===== config.mk =====
export PLATFORM = sky130hd
export DESIGN_NAME = pdp8_major_state_seq_flat
export DESIGN_NICKNAME = d
export VERILOG_FILES = /design/src/rtl/pdp8_major_state_seq_if.sv /design/src/rtl/pdp8_major_state_seq.sv /design/src/flat_wrapper.sv
export SDC_FILE = /design/constraint.sdc
export NUM_CORES = 1
export LEC_CHECK = 0
export CAP_MARGIN = 40
export CORE_UTILIZATION = 25
export DETAILED_ROUTE_END_ITERATION = 10
export HOLD_SLACK_MARGIN = 0.05
export MAX_ROUTING_LAYER = met4
export PLACE_DENSITY = 0.47
export SYNTH_ARGS = -nofsm -noshare
export SYNTH_HDL_FRONTEND = slang
export SYNTH_SLANG_ARGS = --single-unit
export TNS_END_PERCENT = 1

===== constraint.sdc =====
create_clock -name clk -period 6.25 [get_ports clk]
set_input_delay 1.875 -clock clk [delete_from_list [all_inputs] [get_ports clk]]
set_output_delay 1.875 -clock clk [all_outputs]
set_load 0.05 [all_outputs]

===== src/rtl/pdp8_major_state_seq_if.sv =====
// Bus bundle between the major-state sequencer and the IR / front panel / datapath.
// master drives the panel, IR and break requests; slave is the sequencer.
interface pdp8_major_state_seq_if #(
  parameter int NCHAN = 2
);
  logic             halt;
  logic             single_step;
  logic             cont;
  logic             trigger;
  logic             int_req;
  logic             int_ena;
  logic             int_inh;
  logic             uf;
  logic [0:11]      instruction;
  logic             index;
  logic             eae_start;
  logic             eae_loop;
  logic [NCHAN-1:0] db_req;
  logic [NCHAN-1:0] db_grant;
  logic             break_in_prog;
  logic             int_in_prog;
  logic [4:0]       state;

  modport master (
    output halt, single_step, cont, trigger, int_req, int_ena, int_inh, uf,
           instruction, index, eae_start, eae_loop, db_req,
    input  db_grant, break_in_prog, int_in_prog, state
  );

  modport slave (
    input  halt, single_step, cont, trigger, int_req, int_ena, int_inh, uf,
           instruction, index, eae_start, eae_loop, db_req,
    output db_grant, break_in_prog, int_in_prog, state
  );
endinterface


===== src/rtl/pdp8_major_state_seq.sv =====
// PDP-8/e major-state sequencer: fetch/defer/execute/halt/EAE cycles plus
// NCHAN arbitrated data-break channels that preempt and then resume a cycle.
module pdp8_major_state_seq #(
  parameter int NCHAN       = 2,
  parameter int WAIT_STATES = 1,
  parameter int RR          = 0
) (
  input logic                   clk,
  input logic                   reset,
  pdp8_major_state_seq_if.slave bus
);
  localparam logic [4:0] S_F0 = 5'd0,   S_FW = 5'd1,   S_F1 = 5'd2,   S_F2 = 5'd3;
  localparam logic [4:0] S_F3 = 5'd4,   S_D0 = 5'd5,   S_DW = 5'd6,   S_D1 = 5'd7;
  localparam logic [4:0] S_D2 = 5'd8,   S_D3 = 5'd9,   S_E0 = 5'd10,  S_EW = 5'd11;
  localparam logic [4:0] S_E1 = 5'd12,  S_E2 = 5'd13,  S_E3 = 5'd14,  S_H0 = 5'd15;
  localparam logic [4:0] S_HW = 5'd16,  S_H1 = 5'd17,  S_H2 = 5'd18,  S_H3 = 5'd19;
  localparam logic [4:0] S_EAE0 = 5'd20, S_EAE1 = 5'd21, S_DB0 = 5'd22, S_DBW = 5'd23;
  localparam logic [4:0] S_DB1 = 5'd24, S_DB2 = 5'd25, S_DB3 = 5'd26;

  localparam int         PW        = (NCHAN > 1) ? $clog2(NCHAN) : 1;
  localparam logic [2:0] WAIT_LAST = 3'(WAIT_STATES - 1);

  logic [4:0]       state_q, state_d, resume_q, resume_d;
  logic [NCHAN-1:0] grant_q, grant_d, win;
  logic [PW-1:0]    ptr_q, win_idx, g_idx, ptr_step;
  logic [2:0]       wait_cnt;
  logic             iip_q, iip_d, eae_e1_q, eae_e1_d, bip_q;
  logic             irq, brk, stall, wait_done, in_wait, hlt_op, found;
  logic [2:0]       opcode;

  assign irq       = bus.int_req & bus.int_ena & ~bus.int_inh;
  assign brk       = |bus.db_req;
  assign stall     = bus.single_step & ~bus.cont;
  assign opcode    = bus.instruction[0:2];
  assign hlt_op    = (bus.instruction[0:3] == 4'b1111) &&
                     (bus.instruction[10:11] == 2'b10) && !bus.uf;
  assign in_wait   = (state_q == S_FW) || (state_q == S_DW) ||
                     (state_q == S_EW) || (state_q == S_DBW);
  assign wait_done = (wait_cnt == WAIT_LAST);

  // Round-robin first scans from the pointer upward; the unconditional second
  // pass supplies both the wrap-around and the fixed-priority case.
  always_comb begin
    found   = 1'b0;
    win_idx = '0;
    if (RR != 0) begin
      for (int i = 0; i < NCHAN; i++) begin
        if (!found && bus.db_req[i] && (i >= int'(ptr_q))) begin
          found   = 1'b1;
          win_idx = PW'(i);
        end
      end
    end
    for (int i = 0; i < NCHAN; i++) begin
      if (!found && bus.db_req[i]) begin
        found   = 1'b1;
        win_idx = PW'(i);
      end
    end
    for (int i = 0; i < NCHAN; i++) win[i] = found && (win_idx == PW'(i));
  end

  always_comb begin
    g_idx = '0;
    for (int i = 0; i < NCHAN; i++) if (grant_q[i]) g_idx = PW'(i);
    ptr_step = (g_idx == PW'(NCHAN - 1)) ? '0 : g_idx + 1'b1;
  end

  always_comb begin
    // NOTE: every output of this block gets a default first, so no path can
    // leave one unassigned and infer a latch.
    state_d  = S_H0;
    resume_d = resume_q;
    grant_d  = grant_q;
    iip_d    = iip_q;
    eae_e1_d = eae_e1_q;
    if (brk && (state_q == S_F0 || state_q == S_E0 || state_q == S_HW)) begin
      state_d  = S_DB0;
      grant_d  = win;
      resume_d = (state_q == S_HW) ? S_H0 : state_q;
    end else begin
      case (state_q)
        S_F0:   if (stall) state_d = S_F0;
                else if (bus.halt && !bus.cont) state_d = S_H0;
                else state_d = S_FW;
        S_FW:   state_d = wait_done ? S_F1 : S_FW;
        S_F1:   state_d = S_F2;
        S_F2:   if (bus.eae_start) begin
                  state_d  = S_EAE0;
                  eae_e1_d = 1'b0;
                end else state_d = S_F3;
        S_F3:   if (opcode[2:1] == 2'b11) begin
                  if (hlt_op) state_d = S_H0;
                  else if (irq && bus.instruction != 12'o6002) begin
                    iip_d   = 1'b1;
                    state_d = S_E0;
                  end else state_d = S_F0;
                end else if (bus.instruction[3]) state_d = S_D0;
                else if (opcode == 3'd5) begin
                  if (irq) begin
                    iip_d   = 1'b1;
                    state_d = S_E0;
                  end else state_d = S_F0;
                end else state_d = S_E0;
        S_D0:   state_d = stall ? S_D0 : S_DW;
        S_DW:   state_d = !wait_done ? S_DW : (bus.index ? S_D1 : S_D3);
        S_D1:   state_d = S_D2;
        S_D2:   state_d = S_D3;
        S_D3:   if (opcode == 3'd5) begin
                  if (irq) begin
                    iip_d   = 1'b1;
                    state_d = S_E0;
                  end else state_d = S_F0;
                end else state_d = S_E0;
        S_E0:   state_d = stall ? S_E0 : S_EW;
        S_EW:   state_d = wait_done ? S_E1 : S_EW;
        S_E1:   if (bus.eae_start) begin
                  state_d  = S_EAE0;
                  eae_e1_d = 1'b1;
                end else state_d = S_E2;
        S_E2:   state_d = S_E3;
        S_E3:   if (irq && !iip_q) begin
                  iip_d   = 1'b1;
                  state_d = S_E0;
                end else state_d = S_F0;
        S_EAE0: state_d = S_EAE1;
        S_EAE1: state_d = bus.eae_loop ? S_EAE1 : (eae_e1_q ? S_E2 : S_F3);
        S_H0:   state_d = S_HW;
        S_HW:   if (bus.trigger && !bus.cont) state_d = S_H1;
                else if (!bus.cont) state_d = S_H0;
                else state_d = S_F0;
        S_H1:   state_d = S_H2;
        S_H2:   state_d = S_H3;
        S_H3:   state_d = S_H0;
        S_DB0:  state_d = S_DBW;
        S_DBW:  state_d = wait_done ? S_DB1 : S_DBW;
        S_DB1:  state_d = S_DB2;
        S_DB2:  state_d = S_DB3;
        S_DB3:  begin
                  state_d = resume_q;
                  grant_d = '0;
                end
        default: state_d = S_H0;
      endcase
    end
    if (state_q == S_F0 && state_d != S_F0) iip_d = 1'b0;
  end

  // NOTE: registered state is written with non-blocking assignments only, so
  // every flop samples the pre-edge values regardless of block ordering.
  always_ff @(posedge clk) begin
    if (reset) begin
      state_q  <= S_H0;
      resume_q <= S_H0;
      grant_q  <= '0;
      ptr_q    <= '0;
      wait_cnt <= 3'd0;
      iip_q    <= 1'b0;
      eae_e1_q <= 1'b0;
      bip_q    <= 1'b0;
    end else begin
      state_q  <= state_d;
      resume_q <= resume_d;
      grant_q  <= grant_d;
      iip_q    <= iip_d;
      eae_e1_q <= eae_e1_d;
      bip_q    <= (state_d >= S_DB0) && (state_d <= S_DB3);
      wait_cnt <= (in_wait && !wait_done) ? wait_cnt + 3'd1 : 3'd0;
      if (state_q == S_DB0) ptr_q <= ptr_step;
    end
  end

  assign bus.state         = state_q;
  assign bus.db_grant      = grant_q;
  assign bus.int_in_prog   = iip_q;
  assign bus.break_in_prog = bip_q;
endmodule

===== src/flat_wrapper.sv =====
// flat-port wrapper written by rule: the top's interface ports become plain ports
module pdp8_major_state_seq_flat 
#(
  parameter int NCHAN       = 2,
  parameter int WAIT_STATES = 1,
  parameter int RR          = 0
)
  (clk, reset, bus_halt, bus_single_step, bus_cont, bus_trigger, bus_int_req, bus_int_ena, bus_int_inh, bus_uf, bus_instruction, bus_index, bus_eae_start, bus_eae_loop, bus_db_req, bus_db_grant, bus_break_in_prog, bus_int_in_prog, bus_state);
  pdp8_major_state_seq_if #(.NCHAN(NCHAN)) bus_i ();
  input logic clk;
  input logic reset;
  input wire logic [$bits(bus_i.halt)-1:0] bus_halt;
  input wire logic [$bits(bus_i.single_step)-1:0] bus_single_step;
  input wire logic [$bits(bus_i.cont)-1:0] bus_cont;
  input wire logic [$bits(bus_i.trigger)-1:0] bus_trigger;
  input wire logic [$bits(bus_i.int_req)-1:0] bus_int_req;
  input wire logic [$bits(bus_i.int_ena)-1:0] bus_int_ena;
  input wire logic [$bits(bus_i.int_inh)-1:0] bus_int_inh;
  input wire logic [$bits(bus_i.uf)-1:0] bus_uf;
  input wire logic [$bits(bus_i.instruction)-1:0] bus_instruction;
  input wire logic [$bits(bus_i.index)-1:0] bus_index;
  input wire logic [$bits(bus_i.eae_start)-1:0] bus_eae_start;
  input wire logic [$bits(bus_i.eae_loop)-1:0] bus_eae_loop;
  input wire logic [$bits(bus_i.db_req)-1:0] bus_db_req;
  output wire logic [$bits(bus_i.db_grant)-1:0] bus_db_grant;
  output wire logic [$bits(bus_i.break_in_prog)-1:0] bus_break_in_prog;
  output wire logic [$bits(bus_i.int_in_prog)-1:0] bus_int_in_prog;
  output wire logic [$bits(bus_i.state)-1:0] bus_state;
  assign bus_i.halt = bus_halt;
  assign bus_i.single_step = bus_single_step;
  assign bus_i.cont = bus_cont;
  assign bus_i.trigger = bus_trigger;
  assign bus_i.int_req = bus_int_req;
  assign bus_i.int_ena = bus_int_ena;
  assign bus_i.int_inh = bus_int_inh;
  assign bus_i.uf = bus_uf;
  assign bus_i.instruction = bus_instruction;
  assign bus_i.index = bus_index;
  assign bus_i.eae_start = bus_eae_start;
  assign bus_i.eae_loop = bus_eae_loop;
  assign bus_i.db_req = bus_db_req;
  assign bus_db_grant = bus_i.db_grant;
  assign bus_break_in_prog = bus_i.break_in_prog;
  assign bus_int_in_prog = bus_i.int_in_prog;
  assign bus_state = bus_i.state;
  pdp8_major_state_seq #(.NCHAN(NCHAN), .WAIT_STATES(WAIT_STATES), .RR(RR)) u_core (.clk(clk), .reset(reset), .bus(bus_i));
endmodule

==> flow_metrics.env <==
export IMPL_min_delay_worst_endpoint="u_core.resume_q[2]"
export IMPL_pin_count_of_the_biggest_net_entering_global_routing=36
export IMPL_ff2ff_setup_slack_ns=3.50
export IMPL_detail_route_antenna_nets=0
export IMPL_postSynth_asyncResetShare_pct=0
export IMPL_worst_slew_pin_slew_ns=0.759
export IMPL_die_height_um=80.2
export IMPL_power_share_switching_pct=51.3
export IMPL_pwr_density_cell_nw_per_um2=423
export IMPL_num_nets_final=268
export IMPL_hold_path_cell_count=2
export IMPL_rsz0062_at_grt="no"
export IMPL_wire_length_reported_by_the_detailed_router_mm=4.87
export IMPL_synth_distinct_cells=57
export IMPL_io_buffers=35
export IMPL_tritoncts_num_buffers=3
export IMPL_synth_sequential_area_ratio_pct=23.6
export IMPL_grt_antenna_before_repair=0
export IMPL_gpl_final_weighted_congestion=0.787
export IMPL_outcome="finished clean"
export IMPL_die_area_um2=6430
export IMPL_core_um2=5920
export IMPL_yosysTopAreaCellShare_pct=23.6
export IMPL_clk_pin_slew_ns=0.07
export IMPL_firstDrtPassIters=4
export IMPL_clockBufferDepth=2
export IMPL_clock_sink_count=18
export IMPL_cts_hold_repair_buffers=0
export IMPL_detail_route_vias_per_cell=5.45
export IMPL_final_max_slew_viol_count=0
export IMPL_via_count=1706
export IMPL_cp_start_kind="input port"
export IMPL_placedCellCount=309
export IMPL_synth_nets=238
export IMPL_final_layout_size_suffix_gt1_share_pct=6.30
export IMPL_power_sequential_fraction_pct=22.2
export IMPL_skew_ns=0.00290
export IMPL_post_synth_most_frequent_cells="nor2_1, dfxtp_1, nand2_1"
export IMPL_cellInternalPower_uw=411
export IMPL_clk_root_buffer_cell="clkbuf_8"
export IMPL_groute_usage_overall_pct=16.3
export IMPL_postSynthAreaPerCell_um2=7.32
export IMPL_irDropWorstVdd_mv=0.175
export IMPL_largest_delay_share_family_worst_path="simple AND/OR/NAND/NOR gates"
export IMPL_cp_slowest_stage_delay_ns=0.57
export IMPL_initial_utilization_pct=25.8
export IMPL_min_period_ns=4.02
export IMPL_clock_latency_late_sink_ns=0.25
export IMPL_cp_data_arrival_time_ns=4.22
export IMPL_worst_r2r_startpoint="u_core.bus.state[3]"
export IMPL_wire_per_inst_um=15.6
export IMPL_storage_cell_area_um2=360
export IMPL_synth_flop_cell="dfxtp_1"
export IMPL_clock_fmax_ghz=0.249
export IMPL_number_of_flops_mapped_to_enable_cells_by_yosys=0
export IMPL_slew_headroom_pct=49.3
export IMPL_tritoncts="done"
export IMPL_timing_final_hold_violations=0
export IMPL_ys_warn_count=0
export IMPL_cts_post_setup_buffers_inserted=0
export IMPL_die_x_um=80.2
export IMPL_finalSetupViolCount=0
export IMPL_p_clk_share_pct=11.3
export IMPL_grt_pass1_wl_mm=7.92
export IMPL_crit_slowest_cell="or4b_4"
export IMPL_p_leak_uw=0.000750
export IMPL_path_class="input port to flop"
export IMPL_grt_overflow_total=0
export IMPL_synth_seq_cells=18
export IMPL_r2r_worst_path_cells=7
export IMPL_netlist_instances=209
export IMPL_half_perimeter_wire_length_of_the_detailed_placement_result_mm=3.58
export IMPL_worstReg2RegEnd="u_core.bus.break_in_prog"
export IMPL_num_fill_cells=631
export IMPL_synth_top_cells_by_area="dfxtp_1, nor2_1, a31oi_1"
export IMPL_setup_tns_ns=0
export IMPL_dr_first_iter_drc_count=119
export IMPL_critPathMaxFanout=5
export IMPL_worstSetupEndpointType="flop"
export IMPL_worstPathRequired_ns=6.45
export IMPL_cp_num_cells=8
export IMPL_combined_area_of_the_multi_input_logic_cells_um2=1080
export IMPL_share_comb_of_total_power_pct=66.5
export IMPL_final_instance_count_excl_fill=313
export IMPL_io_pins=36
export IMPL_drt_drc_violations_left=0
export IMPL_antenna_diode_count=0
export IMPL_cts_htree_levels=1
export IMPL_net_switching_power_uw=433
export IMPL_via_count_of_the_first_global_routing_pass=1589
export IMPL_yosys_area_top_type="dfxtp_1"
export IMPL_critPathBufInv=1
export IMPL_post_cts_resize_count=0
export IMPL_max_cap_viol_count=0
export IMPL_syn_to_final_growth_pct=30.5
export IMPL_finalCritPeriodShare_pct=64.4
export IMPL_cp_cell_sequence="clkdlybuf4s50_1 > nor4_1 > a31oi_1 > o221ai_1 > nand4_1 > or4b_4 > o31ai_1 > and3_1"
export IMPL_synthMostInstantiatedCell="nor2_1"
export IMPL_worst_hold_path_type="flop to flop"
export IMPL_rows=28
export IMPL_netlist_area_um2=1530
export IMPL_hold_path_startpoint="u_core.resume_q[2]"
## layout make-up
cell class,instances,area share (%)
tap,75,4.70
clock buffer,4,2.76
inverter,8,1.50
sequential,18,18.1
multi-input combinational,170,53.9
timing repair buffer,38,19.1
## metrics by stage
stage / setup WS, ns / util [%] / area [um2] / hold slack [ns] / total power (uW)
2_1_floorplan: 2.70 / - / 1530 / 0.415 / 590
3_3_place_gp: 2.02 / 32.5 / 1930 / 0.433 / 743
3_5_place_dp: 1.96 / 32.8 / 1940 / 0.433 / 747
4_1_cts: 2.24 / 33.7 / 2000 / 0.445 / 849
5_1_grt: 2.08 / 33.7 / 2000 / 0.477 / 917
6_report: 2.23 / 33.7 / 2000 / 0.440 / 844
## tightest hold or removal path, cell delays in order, from the launching register on
cell and delay [ns]:
dfxtp_1 0.31, nand2_1 0.05, nand2_1 0.04
## worst max path at each step
stage,startpoint,endpoint,slack [ns]
after floorplan,bus_instruction[9],u_core.bus.break_in_prog,2.70
after global placement,bus_instruction[9],u_core.bus.break_in_prog,2.02
after detailed placement,bus_instruction[9],u_core.bus.int_in_prog,1.96
after CTS,bus_instruction[9],u_core.bus.int_in_prog,2.24
after global routing,bus_instruction[9],u_core.bus.int_in_prog,2.08
final,bus_instruction[9],u_core.bus.int_in_prog,2.23
## metal layers
layer / vias to the layer above / routed length (um) / global-route usage (%)
met1: 795 / 2260 / 21.0
met4: 0 / 38 / 4.29
met2: 51 / 2230 / 25.6
li1: 854 / - / -
met5: - / 0 / -
met3: 6 / 344 / 3.75
## placed cells by master (no fill, tap or decap), types with 3 or more instances in the layout
cell	netlist	layout
inv_1	6	6
nand2_1	14	14
nor3_1	8	8
or3_1	3	3
nand2b_1	8	8
o21ai_1	4	4
dfxtp_1	18	18
nor4_1	4	4
and3_1	6	6
or2_1	3	3
a21oi_1	7	7
nor4bb_1	3	3
nand4_1	4	4
nand3_1	4	4
o21ai_0	7	7
a31oi_1	9	9
o31ai_1	5	5
nor2_1	23	23
clkdlybuf4s50_1	0	35
o211ai_1	4	4
clkbuf_8	0	4
nor2b_1	8	8
## flip-flops by register name (all words and copies together), names as in the netlist
register / count
u_core.bus.break_in_prog: 1
u_core.bus.db_grant: 2
u_core.bus.int_in_prog: 1
u_core.bus.state: 5
u_core.eae_e1_q: 1
u_core.resume_q: 5
u_core.wait_cnt: 3
## logic make-up (layout without fill, tap and decap cells)
family	count (synthesis)	in the layout	synth area share, %
DFF	18	18	23.6
buffers and inverters	21	50	6.06
adders and majority gates	2	2	1.64
xor gates and xnor gates	1	1	0.573
AOI/OAI and AO/OA	64	64	30.1
and+or+nand+nor	103	103	38.1
## power by group through the flow
stage	sequential (uW)	clock, uW	combinational [uW]
after floorplan	235	0	356
after global placement	209	0	534
after detailed placement	190	0	557
after CTS	188	101	559
after global routing	193	106	619
final	187	95.5	561
Power figures use the tool's default switching activity.
